[src/rtl/usb_out_rx_crc.sv]
`timescale 1ns/1ps
// usb_out_rx_crc: USB OUT data-phase receive stage in front of the OUT FIFO.
// Holds back the two trailing CRC16 bytes, checks the CRC, enforces the maximum
// packet size and drives the FIFO commit/abort strobes plus the handshake.
// Optional feature: define USB_OUT_RX_TOGGLE_EN to enable DATA0/DATA1 toggle
// checking (retransmissions are ACKed but aborted in the FIFO).
// Ports:
//   clk_i, rst_i                 clock, synchronous active-high reset
//   rx_start_i, rx_data1_i       data phase start pulse, PID was DATA1
//   rx_data_i, rx_valid_i        received byte and its strobe
//   rx_eop_i, rx_err_i           end of packet, receive error pulses
//   out_data_o, out_valid_o,
//   out_err_o, out_ready_o       FIFO push / commit / abort strobe group
//   out_nak_i                    FIFO NAK latch
//   hs_o, hs_valid_o             handshake code (00/01 ACK/10 NAK/11 silent)
module usb_out_rx_crc #(
  parameter int unsigned OUT_MAXPACKETSIZE = 8
) (
  input  logic       clk_i,
  input  logic       rst_i,
  input  logic       rx_start_i,
  input  logic [7:0] rx_data_i,
  input  logic       rx_valid_i,
  input  logic       rx_eop_i,
  input  logic       rx_err_i,
  input  logic       rx_data1_i,
  output logic [7:0] out_data_o,
  output logic       out_valid_o,
  output logic       out_err_o,
  output logic       out_ready_o,
  input  logic       out_nak_i,
  output logic [1:0] hs_o,
  output logic       hs_valid_o
);

  localparam int unsigned CNT_W          = $clog2(OUT_MAXPACKETSIZE + 1);
  localparam logic [15:0] CRC_INIT      = 16'hFFFF;
  localparam logic [15:0] CRC_RESIDUE   = 16'hB001;
  localparam logic [15:0] CRC_POLY_REFL = 16'hA001;

  typedef enum logic [1:0] {ST_IDLE, ST_DATA, ST_END, ST_DROP} state_t;

  state_t           state_q, state_d;
  logic [15:0]      crc_q, crc_d;
  logic [7:0]       old_q, old_d;
  logic [7:0]       new_q, new_d;
  logic [1:0]       held_q, held_d;
  logic [CNT_W-1:0] pcount_q, pcount_d;
  logic [7:0]       out_data_d;
  logic             out_valid_d, out_err_d, out_ready_d;
  logic [1:0]       hs_d;
  logic             hs_valid_d;

`ifdef USB_OUT_RX_TOGGLE_EN
  logic data1_q, data1_d;
  logic exp_q, exp_d;
`else
  logic unused_data1;
  assign unused_data1 = rx_data1_i;
`endif

  // Reflected CRC16 (0x8005) update over one byte, LSB first.
  function automatic logic [15:0] crc16_byte(input logic [15:0] crc, input logic [7:0] data);
    logic [15:0] c;
    c = crc;
    for (int i = 0; i < 8; i++) begin
      if (c[0] ^ data[i]) c = (c >> 1) ^ CRC_POLY_REFL;
      else                c = c >> 1;
    end
    return c;
  endfunction

  // State and datapath registers.
  always_ff @(posedge clk_i) begin
    if (rst_i) begin
      state_q     <= ST_IDLE;
      crc_q       <= CRC_INIT;
      old_q       <= 8'h00;
      new_q       <= 8'h00;
      held_q      <= 2'd0;
      pcount_q    <= '0;
      out_data_o  <= 8'h00;
      out_valid_o <= 1'b0;
      out_err_o   <= 1'b0;
      out_ready_o <= 1'b0;
      hs_o        <= 2'b00;
      hs_valid_o  <= 1'b0;
`ifdef USB_OUT_RX_TOGGLE_EN
      data1_q     <= 1'b0;
      exp_q       <= 1'b0;
`endif
    end else begin
      state_q     <= state_d;
      crc_q       <= crc_d;
      old_q       <= old_d;
      new_q       <= new_d;
      held_q      <= held_d;
      pcount_q    <= pcount_d;
      out_data_o  <= out_data_d;
      out_valid_o <= out_valid_d;
      out_err_o   <= out_err_d;
      out_ready_o <= out_ready_d;
      hs_o        <= hs_d;
      hs_valid_o  <= hs_valid_d;
`ifdef USB_OUT_RX_TOGGLE_EN
      data1_q     <= data1_d;
      exp_q       <= exp_d;
`endif
    end
  end

  // Next-state, datapath and strobe generation.
  always_comb begin
    state_d     = state_q;
    crc_d       = crc_q;
    old_d       = old_q;
    new_d       = new_q;
    held_d      = held_q;
    pcount_d    = pcount_q;
    out_data_d  = 8'h00;
    out_valid_d = 1'b0;
    out_err_d   = 1'b0;
    out_ready_d = 1'b0;
    hs_d        = 2'b00;
    hs_valid_d  = 1'b0;
`ifdef USB_OUT_RX_TOGGLE_EN
    data1_d     = data1_q;
    exp_d       = exp_q;
`endif

    case (state_q)
      ST_IDLE: begin
        if (rx_start_i) begin
          state_d  = ST_DATA;
          crc_d    = CRC_INIT;
          old_d    = 8'h00;
          new_d    = 8'h00;
          held_d   = 2'd0;
          pcount_d = '0;
`ifdef USB_OUT_RX_TOGGLE_EN
          data1_d  = rx_data1_i;
`endif
        end
      end

      ST_DATA: begin
        if (rx_err_i) begin
          // Error beats every simultaneous event; a coincident EOP closes the packet.
          out_ready_d = 1'b1;
          out_err_d   = 1'b1;
          hs_d        = 2'b11;
          hs_valid_d  = 1'b1;
          state_d     = rx_eop_i ? ST_IDLE : ST_DROP;
        end else if (rx_start_i) begin
          // Missing EOP: abort the old packet and restart on this new one.
          out_ready_d = 1'b1;
          out_err_d   = 1'b1;
          hs_d        = 2'b11;
          hs_valid_d  = 1'b1;
          crc_d       = CRC_INIT;
          old_d       = 8'h00;
          new_d       = 8'h00;
          held_d      = 2'd0;
          pcount_d    = '0;
`ifdef USB_OUT_RX_TOGGLE_EN
          data1_d     = rx_data1_i;
`endif
        end else begin
          if (rx_valid_i) begin
            crc_d = crc16_byte(crc_q, rx_data_i);
            old_d = new_q;
            new_d = rx_data_i;
            if (held_q == 2'd2) begin
              if (pcount_q == CNT_W'(OUT_MAXPACKETSIZE)) begin
                out_ready_d = 1'b1;
                out_err_d   = 1'b1;
                hs_d        = 2'b11;
                hs_valid_d  = 1'b1;
                state_d     = rx_eop_i ? ST_IDLE : ST_DROP;
              end else begin
                out_ready_d = 1'b1;
                out_valid_d = 1'b1;
                out_data_d  = old_q;
                pcount_d    = pcount_q + CNT_W'(1);
              end
            end else begin
              held_d = held_q + 2'd1;
            end
          end
          if (rx_eop_i && state_d == ST_DATA) state_d = ST_END;
        end
      end

      ST_END: begin
        out_ready_d = 1'b1;
        hs_valid_d  = 1'b1;
        state_d     = ST_IDLE;
        if (held_q != 2'd2 || crc_q != CRC_RESIDUE) begin
          out_err_d = 1'b1;
          hs_d      = 2'b11;
        end else begin
          hs_d = out_nak_i ? 2'b10 : 2'b01;
`ifdef USB_OUT_RX_TOGGLE_EN
          // ACKed retransmission: drop the duplicate data but keep the toggle.
          if (!out_nak_i) begin
            if (data1_q == exp_q) exp_d     = ~exp_q;
            else                  out_err_d = 1'b1;
          end
`endif
        end
      end

      ST_DROP: begin
        if (rx_eop_i) state_d = ST_IDLE;
      end

      default: state_d = ST_IDLE;
    endcase
  end

endmodule

[config.mk]
export PLATFORM = sky130hd
export DESIGN_NAME = usb_out_rx_crc
export DESIGN_NICKNAME = d
export VERILOG_FILES = /design/src/rtl/usb_out_rx_crc.sv
export SDC_FILE = /design/constraint.sdc
export NUM_CORES = 1
export LEC_CHECK = 0
export ABC_AREA = 0
export ABC_CLOCK_PERIOD_IN_PS = 2500
export CORE_MARGIN = 1
export CORE_UTILIZATION = 46
export DETAILED_ROUTE_END_ITERATION = 8
export GPL_ROUTABILITY_DRIVEN = 0
export HOLD_SLACK_MARGIN = 0.1
export PLACE_DENSITY = 0.66
export SKIP_CTS_REPAIR_TIMING = 1
export SYNTH_ARGS = -nofsm -noshare
export SYNTH_HDL_FRONTEND = slang
export SYNTH_SLANG_ARGS = --single-unit
[constraint.sdc]
create_clock -name clk_i -period 2.5 [get_ports clk_i]
set_input_delay 0.25 -clock clk_i [delete_from_list [all_inputs] [get_ports clk_i]]
set_output_delay 0.25 -clock clk_i [all_outputs]
set_load 0.03 [all_outputs]
==> results.toml, run 1 <==
[global_route]
grt_start_max_net_pins = 34
grt_pass1_wl_mm = 8.024
via_count_of_the_first_global_routing_pass = 1718
grtUsageTotal_pct = 19.52
grt_overflow = 0
grt_antenna_before_repair = 0

[floorplan]
io_pins = 30
full_die_area_sq_um = 5443
initial_utilization_pct = 48.88
dieHeight_um = 73.78
die_w_um = 73.78
placement_rows = 25
design.core.area_sq_um = 4848

[logic_synthesis]
synth_area_per_cell_sq_um = 8.617
ys_dominant_reg_cell = "sky130_fd_sc_hd__dfxtp_1"
synth-warning-count = 0
async_reset_ff_share_pct = 0
ys_seq_area_share_pct = 45.62
yosysMostFrequentCell = "sky130_fd_sc_hd__dfxtp_1"
ys_ff_latch = 54
synth.largest_area_cell = "sky130_fd_sc_hd__dfxtp_1"
synth_enable_flop_cells = 0
number_of_distinct_standard_cells_referenced_by_the_synthesized_netlist = 40
syn_inst = 275
ys_top_cells_by_count = "sky130_fd_sc_hd__dfxtp_1, sky130_fd_sc_hd__nand2_1, sky130_fd_sc_hd__a21oi_1"
synth.net_count = 298
synthesis.area_sq_um = 2370
synth_top_cell_area_share_pct = 45.62
yosys-top-cells-area = "sky130_fd_sc_hd__dfxtp_1, sky130_fd_sc_hd__nand2_1, sky130_fd_sc_hd__a21oi_1"

[routing]
ant_nets = 0
route.detailed.drc = 0
drt_iter0_markers = 108
routed_wl_mm = 4.730
routed-via-count = 1894
detail_route.first_pass.iterations = 4
detail_route.vias_per_cell = 5.078
avgRoutedWirePerCell_um = 12.68

[sta]
whs_ps = 450.3
clock_skew_ps = 7.229
drv_slew = 0
timing_worst_slew_pin_value_ps = 542.9
fin_tns_setup_ps = 0
final-setup-viol-count = 0
slew_headroom_pct = 63.69
tcrit_tclk_final_pct = 85.81
finalHoldViolCount = 0
rsz0062_at_grt = "false"
fmax_ghz = 0.4661
min_period_ps = 2145

[worst_setup_path]
ff2ff_path_depth = 8
timing_worst_setup_path_type = "reg -> reg"
critPathCaptureType = "flop"
data_required_time_of_the_worst_path_ps = 2740
cp.arrival_ps = 2380
timing.critical_path.fanout_max = 32
critical_path.startpoint_type = "flop"

[power]
powerDensity_nw_per_um2 = 879.3
cellLeakagePower_uw = 0.001061
worst_ir_drop_on_vdd_mv = 0.4752

[clock_network]
clock-root-buffer = "sky130_fd_sc_hd__clkbuf_8"
clock_sinks = 54
total_cts_buffers = 5
clk_pin_slew_ps = 100
cts_tree = "yes"
htreeDepth = 2
clk_latency_worst_skew_pair_ps = 310
cts_buffer_depth = 2

[layout]
num_antenna_cells = 0
layout-drive-gt1-share_pct = 6.209
layout.area.seq_sq_um = 1081
fill_cells = 484
nNetsFinal = 328
area.growth.synth_to_final_pct = 19.11
multi_input_comb_area_sq_um = 1186

[min_path]
hold_class = "reg -> reg"
hold_depth = 2

[placed_design]
place_hpwl_mm = 3.323
port-buffer-count = 28

[flow_run]
drv_cap = 0

[outcome]
outcome = "finished clean"
## registers in the layout, indices dropped and copies added (netlist names)
| signal | cells |
|---|---|
| out_ready_o | 1 |
| state_q | 2 |
| crc_q | 16 |
| hs_valid_o | 1 |
| new_q | 8 |
| out_err_o | 1 |
| hs_o | 2 |
| held_q | 2 |
| out_data_o | 8 |
| pcount_q | 4 |
| old_q | 8 |
| out_valid_o | 1 |
## placed cells by master (no fill, tap or decap), types with 2 or more instances in the layout
master / n
sky130_fd_sc_hd__nand2b_1: 3
sky130_fd_sc_hd__or3_1: 2
sky130_fd_sc_hd__dfxtp_1: 54
sky130_fd_sc_hd__o21ai_1: 11
sky130_fd_sc_hd__or4_1: 3
sky130_fd_sc_hd__inv_1: 8
sky130_fd_sc_hd__o21ai_0: 3
sky130_fd_sc_hd__nor3_1: 3
sky130_fd_sc_hd__xnor3_1: 2
sky130_fd_sc_hd__xnor2_1: 12
sky130_fd_sc_hd__nor4_1: 3
sky130_fd_sc_hd__nand2_1: 47
sky130_fd_sc_hd__clkdlybuf4s50_1: 28
sky130_fd_sc_hd__o31ai_1: 2
sky130_fd_sc_hd__nor2b_1: 4
sky130_fd_sc_hd__clkbuf_8: 5
sky130_fd_sc_hd__and2_1: 10
sky130_fd_sc_hd__ha_1: 7
sky130_fd_sc_hd__nor2_1: 19
sky130_fd_sc_hd__nand3_1: 14
sky130_fd_sc_hd__o21bai_1: 2
sky130_fd_sc_hd__a21oi_1: 27
sky130_fd_sc_hd__a211oi_1: 2
sky130_fd_sc_hd__and3_1: 3
sky130_fd_sc_hd__xor2_1: 6
sky130_fd_sc_hd__buf_4: 9
## final timing paths
check	startpoint	end	slack, ps
max	state_q[1]	new_q[7]	350
min	old_q[4]	old_q[4]	450
max reg2reg	state_q[1]	new_q[7]	350
min reg2reg	old_q[4]	old_q[4]	450
## layout make-up
class                           instances  area share (%)
Clock buffer                            5           2.438
Clock inverter                          3          0.8865
Inverter                                8           1.064
Multi-Input combinational cell        199           42.02
Sequential cell                        54           38.30
Tap cell                               67           2.970
Timing Repair Buffer                   37           12.32
## metrics by stage
| step | instances | instance area [sq um] | setup WS, ps | total power (uW) | utilization [%] |
|---|---|---|---|---|---|
| 5_1_grt | 373 | 2823 | 132.7 | 2643 | 58.22 |
| 4_1_cts | 373 | 2823 | 345.9 | 2500 | 58.22 |
| 3_3_place_gp | 365 | 2729 | 320.0 | 1975 | 56.28 |
| 3_5_place_dp | 365 | 2729 | 260.2 | 1995 | 56.28 |
| 6_report | 373 | 2823 | 354.7 | 2482 | 58.22 |
| 2_1_floorplan | 275 | 2370 | 657.3 | 1780 | - |
## worst max-delay path, stage by stage, from the launching register on
cell and delay, ps:
sky130_fd_sc_hd__dfxtp_1 390, sky130_fd_sc_hd__inv_1 90, sky130_fd_sc_hd__ha_1 200, sky130_fd_sc_hd__and2b_1 200, sky130_fd_sc_hd__o21ai_2 230, sky130_fd_sc_hd__and2_1 360
sky130_fd_sc_hd__buf_4 380, sky130_fd_sc_hd__nand2_1 90, sky130_fd_sc_hd__a21oi_1 140
## logic make-up after synthesis
family                     Yosys count  share of synthesized area (%)
xor gates and xnor gates            22                          10.24
AOI/OAI and AO/OA                   56                          13.62
DFF                                 54                          45.62
buffers and inverters               22                          4.330
and+or+nand+nor                    114                          22.49
adders and majority gates            7                          3.696
## where the power goes
group	switching [uW]	internal (uW)	total, uW
logic	503	414	917
registers	90.2	968	1060
clock network	303	203	506
## layer usage
layer / global-route usage, % / part of all wire [%] / vias up
li1: - / - / 981
met1: 26.28 / 51 / 873
met2: 31.09 / 44 / 34
met3: 3.704 / 3.2 / 6
met4: 7.051 / 1.5 / 0
met5: 0 / 0 / -
No activity file was read; power rests on OpenSTA's default activity.
==> run 2, diff against run 1 <==
--- a/config.mk
+++ b/config.mk
@@ -11,6 +11,7 @@
 export CORE_UTILIZATION = 46
 export DETAILED_ROUTE_END_ITERATION = 8
 export GPL_ROUTABILITY_DRIVEN = 0
+export GPL_TIMING_DRIVEN = 0
 export HOLD_SLACK_MARGIN = 0.1
 export PLACE_DENSITY = 0.66
 export SKIP_CTS_REPAIR_TIMING = 1
==> run 2 against run 1 <==
Net effect:
- power decreased by 0.89%
- global-route usage increased by 0.26 points
- cell count increased by 1.3%
- via count increased by 0.37%
- combinational power increased by 0.8%
- first-iteration DRC count increased by 4.6%
- largest cell class unchanged
- final area about the same
- hold slack improved by 2.3 ps
==> results.toml, run 2 (synthesized netlist as in run 1, its figures left out) <==
[floorplan]
dieHeight_um = 73.78
die_w_um = 73.78
design.core.area_sq_um = 4848
initial_utilization_pct = 48.88
io_pins = 30
placement_rows = 25
full_die_area_sq_um = 5443

[routing]
ant_nets = 0
avgRoutedWirePerCell_um = 12.75
detail_route.vias_per_cell = 5.029
drt_iter0_markers = 113
detail_route.first_pass.iterations = 4
route.detailed.drc = 0
routed_wl_mm = 4.820
routed-via-count = 1901

[layout]
largest_register_ffs = 16
multi_input_comb_area_sq_um = 1186
area.growth.synth_to_final_pct = 19.01
layout-drive-gt1-share_pct = 4.823
final_area_sq_um = 2820
final_common_cell = "sky130_fd_sc_hd__dfxtp_1"
num_antenna_cells = 0
layout.area.seq_sq_um = 1081
fill_cells = 454
nNetsFinal = 333
regMostFlops = "crc_q"
layout.cells.most_common_list = "sky130_fd_sc_hd__dfxtp_1, sky130_fd_sc_hd__nand2_1, sky130_fd_sc_hd__clkdlybuf4s50_1"

[sta]
fmax_ghz = 0.4544
clock_skew_ps = 6.604
whs_ps = 452.6
timing_worst_slew_pin_value_ps = 496.4
min_period_ps = 2201
drv_slew = 0
slew_headroom_pct = 66.91
finalHoldViolCount = 0
final-setup-viol-count = 0
setup_ws_ps = 299.5
rsz0062_at_grt = "false"
tcrit_tclk_final_pct = 88.02
fin_tns_setup_ps = 0

[worst_setup_path]
crit_start = "state_q[1]"
worst_r2r_endpoint = "new_q[1]"
worstSetupEndpoint = "new_q[1]"
cp.arrival_ps = 2430
timing.critical_path.fanout_max = 10
worst-r2r-setup-slack_ps = 300
ff2ff_path_depth = 10
timing.critical_path.depth = 10
critPathCaptureType = "flop"
rr_startpoint = "state_q[1]"
critPathTopFamily = "buffers and inverters"
cp.buffers_inverters = 4
worst_path_max_delay_cell = "sky130_fd_sc_hd__dfxtp_1"
timing_worst_setup_path_type = "reg -> reg"
critical_path.cell_chain = "inv_1, ha_1, buf_4, and2b_1, o21ai_2, and2_1, buf_4, buf_4, nand2_1, a21oi_1"
data_required_time_of_the_worst_path_ps = 2730
cpMostUsedCell = "sky130_fd_sc_hd__buf_4"
critical_path.startpoint_type = "flop"
cp_slowest_stage_delay_ps = 390

[min_path]
hold_class = "reg -> reg"

[placed_design]
port-buffer-count = 28
place_hpwl_mm = 3.570
placed_area_sq_um = 2734
place_ws_ps = 202.6

[outcome]
outcome = "finished clean"

[clock_network]
clock_sinks = 54
total_cts_buffers = 5
clk_latency_worst_skew_pair_ps = 300
clock-root-buffer = "sky130_fd_sc_hd__clkbuf_8"
cts_tree = "yes"
htreeDepth = 2
clk_pin_slew_ps = 90
cts_buffer_depth = 2

[global_route]
grt_start_max_net_pins = 17
via_count_of_the_first_global_routing_pass = 1701
grt_antenna_before_repair = 0
grt_pass1_wl_mm = 8.197
grtUsageTotal_pct = 19.78
grt_overflow = 0

[power]
cellLeakagePower_uw = 0.001055
powerDensity_nw_per_um2 = 872.3
totalPowerFinal_uw = 2460
worst_ir_drop_on_vdd_mv = 0.4057

[flow_run]
drv_cap = 0
## run 2: cell types whose count changed in the layout (fill, tap and decap cells not counted), sizes merged
cell	before	now
clkbuf	5	14
buf	9	6
clkinv	1	2
clkinvlp	1	0
inv	9	8
## run 2: through the flow
stage               util (%)  instances
finish                 58.17        378
global route           58.17        378
CTS                    58.17        378
detailed placement     56.39        370
global placement       56.39        370
floorplan                  -        275
## run 2: layer usage
| metal | share of wire (%) | track usage (%) | wire length [um] |
|---|---|---|---|
| met3 | 2.4 | 3.841 | 115 |
| met2 | 44 | 29.46 | 2110 |
| met4 | 1.5 | 6.624 | 70 |
| met1 | 52 | 28.52 | 2524 |
| met5 | 0 | 0 | 0 |
## run 2: worst min-delay path by stage
stage / depth (start not counted) / end / startpoint
2_1_floorplan: 1 / hs_o[0] / out_nak_i
3_3_place_gp: 2 / old_q[2] / old_q[2]
3_5_place_dp: 1 / out_data_o[3] / old_q[3]
4_1_cts: 2 / old_q[3] / old_q[3]
5_1_grt: 2 / old_q[4] / old_q[4]
6_report: 2 / old_q[3] / old_q[3]
## run 2: worst register-to-register path, cell delays in order, from the launching register on
cell,delay [ps]
sky130_fd_sc_hd__dfxtp_1,390
sky130_fd_sc_hd__inv_1,100
sky130_fd_sc_hd__ha_1,200
sky130_fd_sc_hd__buf_4,170
sky130_fd_sc_hd__and2b_1,190
sky130_fd_sc_hd__o21ai_2,260
sky130_fd_sc_hd__and2_1,250
sky130_fd_sc_hd__buf_4,210
sky130_fd_sc_hd__buf_4,200
sky130_fd_sc_hd__nand2_1,70
sky130_fd_sc_hd__a21oi_1,100
## run 2: layout make-up
class	instances	share of cell area, %
sequential	54	38.33
clock buffer	6	2.573
timing repair buffer	28	9.938
clock inverter	2	0.4880
tap	67	2.972
buffer	14	2.573
multi-input combinational	199	42.06
inverter	8	1.065
## run 2: where the power goes
part | leakage (uW) | internal [uW] | switching (uW)
sequential | 0.000439 | 968 | 94.3
combinational | 0.000571 | 415 | 509
clock | 0.0000452 | 198 | 275
